`src/rtl/pe_buf_pkg.sv`:
```
// ----------------------------------------------------------------------------
// pe_buf_pkg
// Shared constants and helpers for the Eyeriss PE queue buffers.
//   DATA_WIDTH_DEF  : default stored word width
//   BUFFER_SIZE_DEF : default capacity in words
//   IFMAP_TAG_W     : {start,end} tag bits prepended to ifmap words
//   ptr_add()       : modular pointer advance for non power-of-2 rings
// ----------------------------------------------------------------------------
package pe_buf_pkg;

    localparam int unsigned DATA_WIDTH_DEF  = 16;
    localparam int unsigned BUFFER_SIZE_DEF = 32;
    localparam int unsigned IFMAP_TAG_W     = 2;

    // Advance ptr by inc, wrapping at size. Callers guarantee ptr < size and
    // inc <= size, so one conditional subtract is enough and no divider is
    // needed for sizes that are not a power of two.
    function automatic int unsigned ptr_add(input int unsigned ptr,
                                            input int unsigned inc,
                                            input int unsigned size);
        int unsigned sum;
        sum = ptr + inc;
        return (sum >= size) ? (sum - size) : sum;
    endfunction

endpackage

```
`src/rtl/pe_circular_buffer.sv`:
```
// ----------------------------------------------------------------------------
// pe_circular_buffer
// Ring-buffer FIFO for the PE datapath queues. Accepts W_PARAM words per
// write beat and presents the R_PARAM oldest words show-ahead so the consumer
// pops them in the same cycle it sees them.
//
// Ports
//   clk       : clock, rising edge
//   rst       : asynchronous active-high reset
//   write_en  : push request, accepted when ready
//   read_en   : pop request, accepted when valid
//   inp       : W_PARAM words, word 0 (oldest) in the LSBs
//   full      : count == BUFFER_SIZE
//   empty     : count == 0
//   ready     : room for a full write beat
//   valid     : at least R_PARAM words queued
//   overflow  : sticky, write_en seen while !ready   (PE_CIRC_BUF_ERR_FLAGS_EN)
//   underflow : sticky, read_en seen while !valid    (PE_CIRC_BUF_ERR_FLAGS_EN)
//   data_out  : R_PARAM oldest words, word 0 in the LSBs; zero when !valid
//
// Build option: define PE_CIRC_BUF_ERR_FLAGS_EN to add the sticky
// overflow/underflow outputs. The datapath is identical either way.
// ----------------------------------------------------------------------------
module pe_circular_buffer
    import pe_buf_pkg::*;
#(
    parameter int unsigned DATA_WIDTH  = DATA_WIDTH_DEF,
    parameter int unsigned BUFFER_SIZE = BUFFER_SIZE_DEF,
    parameter int unsigned W_PARAM     = 1,
    parameter int unsigned R_PARAM     = 1
) (
    input  logic                          clk,
    input  logic                          rst,
    input  logic                          write_en,
    input  logic                          read_en,
    input  logic [DATA_WIDTH*W_PARAM-1:0] inp,
    output logic                          full,
    output logic                          empty,
    output logic                          ready,
    output logic                          valid,
`ifdef PE_CIRC_BUF_ERR_FLAGS_EN
    output logic                          overflow,
    output logic                          underflow,
`endif
    output logic [DATA_WIDTH*R_PARAM-1:0] data_out
);

    localparam int unsigned PW = (BUFFER_SIZE > 1) ? $clog2(BUFFER_SIZE) : 1;
    localparam int unsigned CW = $clog2(BUFFER_SIZE + 1);

    logic [DATA_WIDTH-1:0] mem_q [BUFFER_SIZE];
    logic [PW-1:0]         wr_ptr_q, wr_ptr_d;
    logic [PW-1:0]         rd_ptr_q, rd_ptr_d;
    logic [CW-1:0]         count_q, count_d;
    logic [PW-1:0]         wr_idx [W_PARAM];
    logic [PW-1:0]         rd_idx [R_PARAM];
    logic                  wr_fire;
    logic                  rd_fire;

    // Flags decode the registered count only, so a pop in the same cycle
    // never makes room for a write (no bypass path).
    assign full    = (count_q == CW'(BUFFER_SIZE));
    assign empty   = (count_q == '0);
    assign ready   = (count_q <= CW'(BUFFER_SIZE - W_PARAM));
    assign valid   = (count_q >= CW'(R_PARAM));
    assign wr_fire = write_en && ready;
    assign rd_fire = read_en && valid;

    // Per-word ring slots for this beat; multi-word beats may straddle the wrap.
    always_comb begin
        for (int unsigned i = 0; i < W_PARAM; i++) begin
            wr_idx[i] = PW'(ptr_add(32'(wr_ptr_q), i, BUFFER_SIZE));
        end
        for (int unsigned j = 0; j < R_PARAM; j++) begin
            rd_idx[j] = PW'(ptr_add(32'(rd_ptr_q), j, BUFFER_SIZE));
        end
    end

    always_comb begin
        wr_ptr_d = wr_fire ? PW'(ptr_add(32'(wr_ptr_q), W_PARAM, BUFFER_SIZE)) : wr_ptr_q;
        rd_ptr_d = rd_fire ? PW'(ptr_add(32'(rd_ptr_q), R_PARAM, BUFFER_SIZE)) : rd_ptr_q;
        count_d  = count_q + (wr_fire ? CW'(W_PARAM) : '0)
                           - (rd_fire ? CW'(R_PARAM) : '0);
    end

    // NOTE: state registers use non-blocking assignments so every flop samples
    // pre-edge values regardless of process ordering.
    always_ff @(posedge clk or posedge rst) begin
        if (rst) begin
            wr_ptr_q <= '0;
            rd_ptr_q <= '0;
            count_q  <= '0;
        end else begin
            wr_ptr_q <= wr_ptr_d;
            rd_ptr_q <= rd_ptr_d;
            count_q  <= count_d;
        end
    end

    // NOTE: storage has no reset; pointers and count define which slots hold
    // live data, so clearing the array would only cost reset fan-out.
    always_ff @(posedge clk) begin
        if (wr_fire && !rst) begin
            for (int unsigned i = 0; i < W_PARAM; i++) begin
                mem_q[wr_idx[i]] <= inp[i*DATA_WIDTH +: DATA_WIDTH];
            end
        end
    end

    // NOTE: data_out gets a default before the conditional fill so no path
    // leaves it unassigned and no latch is inferred.
    always_comb begin
        data_out = '0;
        if (valid) begin
            for (int unsigned j = 0; j < R_PARAM; j++) begin
                data_out[j*DATA_WIDTH +: DATA_WIDTH] = mem_q[rd_idx[j]];
            end
        end
    end

`ifdef PE_CIRC_BUF_ERR_FLAGS_EN
    logic overflow_q;
    logic underflow_q;

    // Sticky error capture of refused requests; only reset clears them.
    always_ff @(posedge clk or posedge rst) begin
        if (rst) begin
            overflow_q  <= 1'b0;
            underflow_q <= 1'b0;
        end else begin
            if (write_en && !ready) overflow_q  <= 1'b1;
            if (read_en && !valid)  underflow_q <= 1'b1;
        end
    end

    assign overflow  = overflow_q;
    assign underflow = underflow_q;
`endif

endmodule

```
`config.mk`:
```
export PLATFORM = sky130hd
export DESIGN_NAME = pe_circular_buffer
export DESIGN_NICKNAME = d
export VERILOG_FILES = /design/src/rtl/pe_buf_pkg.sv /design/src/rtl/pe_circular_buffer.sv
export SDC_FILE = /design/constraint.sdc
export NUM_CORES = 1
export LEC_CHECK = 0
export BUFFER_PORTS_ARGS = -buffer_cell sky130_fd_sc_hd__buf_2
export CORE_AREA = 8 8 272 274
export CTS_CLUSTER_DIAMETER = 80
export CTS_CLUSTER_SIZE = 40
export DETAILED_ROUTE_END_ITERATION = 6
export DIE_AREA = 0 0 280 282
export GPL_TIMING_DRIVEN = 0
export PLACE_DENSITY = 0.47
export SYNTH_ARGS = -nofsm -noshare
export SYNTH_HDL_FRONTEND = slang
export SYNTH_SLANG_ARGS = --single-unit
```
`constraint.sdc`:
```
create_clock -name clk -period 5.7 [get_ports clk]
set_input_delay 1.14 -clock clk [delete_from_list [all_inputs] [get_ports clk]]
set_output_delay 1.14 -clock clk [all_outputs]
set_load 0.005 [all_outputs]
```
==> metrics.csv <==
metric,value,unit
status,"complete, no violations",
Chip Width,280,µm
final setup margin,0.5744,ns
clk slew on worst S/H paths,0.13,ns
Synth area leader,edfxtp_1,
vias,9742,
first-pass GRT wire length,72750,µm
synthesized area per cell,21.01,µm²
vias per cell,4.752,
Top Ports,40,
Yosys top cell area share,74.36,%
top_reg_cell synth,edfxtp_1,
VDD IR max,0.2110,mV
CP required,4.56,ns
sequential area share after synthesis,76.30,%
largest cells by area after synthesis,"edfxtp_1 (74%), mux4_2 (10%), mux2i_1 (3.1%)",
grt total ovfl,0,
FMAX,0.1951,GHz
ys async rst share,3.030,%
Crit. End Element,primary output,
initial antenna violation count,5,
leakage power,7.505,nW
Root Driver,clkbuf_16,
Worst Max-Slew Pin Slew,1.258,ns
largest net degree at the start of global routing,36,
Final nets,1124,
synthesized cell area,0.02067,mm²
most frequent cell after synthesis,edfxtp_1,
critical path class,register to primary output,
Vert. Die Dim,282,µm
skew final,0.04503,ns
WL/cell,24.64,µm
PostCTS Resize Cnt,0,
most frequent cells after synthesis,"edfxtp_1 (512), mux4_2 (94), mux2i_1 (64)",
Relative slew margins,15.94,%
number of synthesized flops with an enable pin,512,
"Cell Area, Placed",0.02260,mm²
dpl hpwl,33520,µm
"Setup Fix Bufs, Post-CTS",0,
CTS tree,done,
CTS Buf Count,28,
"Design Area, Final",0.02375,mm²
IO Port Bufs,39,
max_cap viols,0,
H-tree depth,1,
final worst path period need,5.126,ns
"Max FO, Critical Path",10,
max-slew violations,0,
CTS max path bufs,3,
Yosys reg bits,528,
DIE AREA,0.07896,mm²
global placer's final weighted congestion,0.8182,
Gate Count Post-Synth,984,
total negative setup slack,0,ns
syn nets,1023,
CTS Hold Bufs,0,
Initial Utilization,29.73,%
core area,0.06954,mm²
utilization after layout,34.15,%
Antenna Nets Post-Route,0,
final hold violations,0,
worst skew pair latency,0.61,ns
Pre-Repair DR Iteration Count,5,
row cnt,97,
DRT iter0 DRCs,769,
Setup Viol. Count Final,0,
Tcrit/Tclk final,89.92,%
Unique masters post-synth,44,
worst path arrival time,3.99,ns
Syn-to-layout area delta,14.86,%
Worst Hold Class,register to register,
vias in the first global route,10105,
clock sink total,528,
PD cells,450.3,mW/mm²
RSZ-0062 raised after global routing,false,
# DRC,0,
all-layer global routing usage,12.62,%
Syn. warnings,0,
Setup crit start kind,register,
Post-Route WL,50510,µm
share of post-route cells with drive strength above 1,26.29,%
pre-CTS WS,1.103,ns
-- per-layer routing --
metal	vias to the layer above	GRT usage [%]	wire, µm
met5	-	0	27
met4	4	2.846	895
met3	40	1.721	2235
met2	189	20.60	24210
met1	5204	17.87	23140
li1	4305	-	-
-- final cells by class --
cell class              instances  area [µm²]
diodes                          3       7.507
plain buffers                  54       322.8
clock buffers                  29       725.7
clock inverters                23       412.9
fillers                      6513       45800
inverters                      17       63.81
multi-input cells             385        4593
flip-flops and latches        528       15780
well taps                     940        1176
repair buffers                 71       669.4
-- logic make-up (layout without fill, tap and decap cells) --
group	Yosys count	in the layout	share of synthesized area (%)
AOI/OAI and AO/OA	124	124	4.811
xor gates and xnor gates	11	11	0.4660
adders and majority gates	19	19	1.186
buffers and inverters	71	194	1.870
DFF	528	528	76.30
muxes	163	163	13.83
other	0	3	0
and+or+nand+nor	68	68	1.537
-- path summary, 6_finish.rpt --
| kind | startpoint | end | slack (ns) | depth (start not counted) |
|---|---|---|---|---|
| setup reg to reg | count_q[2] | count_q[5] | 1.89 | 13 |
| max in group asynchronous | rst | count_q[0] | 4.53 | 2 |
| hold reg to reg | count_q[0] | count_q[0] | 0.58 | 1 |
| setup / recovery | rd_ptr_q[2] | data_out[10] | 0.57 | 8 |
| hold / removal | count_q[0] | count_q[0] | 0.58 | 1 |
| min in group asynchronous | rst | rd_ptr_q[2] | 0.65 | 2 |
-- sequential cells by signal, summed over array words and instances (netlist names) --
name	flops
mem_q	512
rd_ptr_q	5
count_q	6
wr_ptr_q	5
-- power breakdown --
part	switching, mW	internal (mW)
clock	1.47	1.16
sequential	0.0592	4.38
combinational	2.16	1.47
-- cells in the final DEF, fill, tap and decap left out, drive strengths merged, types with 2 or more instances in the layout --
cell and count:
buf 102, a211oi 17, xnor2 10, mux2 2
nor2b 2, and3 5, a2111oi 17, o21ai 3
nand2 8, or3b 2, nand3 2, edfxtp 512
mux4 97, inv 30, diode 3, o22ai 16
o211ai 3, mux2i 64, o221ai 15, a22oi 15
ha 18, a22o 15, clkbuf 52, nand3b 4
clkinv 8, a21o 4, a21oi 17, nand4 3
nor2 38, bufinv 2, dfrtp 16
-- worst max-delay path, stage by stage, from the launching register on --
cell,delay (ns)
dfrtp_1,0.38
buf_2,0.21
buf_2,0.28
nand3_1,0.31
clkbuf_1,0.52
o22ai_1,0.20
a2111oi_1,1.13
a211oi_1,0.11
buf_2,0.20
-- through the flow --
| stage | instances | hold slack (ns) | total power [mW] |
|---|---|---|---|
| detailed placement | 1995 | 0.5670 | 8.253 |
| global placement | 1963 | 0.5523 | 8.192 |
| CTS | 2047 | 0.5886 | 10.87 |
| floorplan | 984 | 0.5182 | 6.823 |
| finish | 2050 | 0.5805 | 10.69 |
| global route | 2047 | 0.6363 | 11.20 |
(Power assumes the default switching activity.)
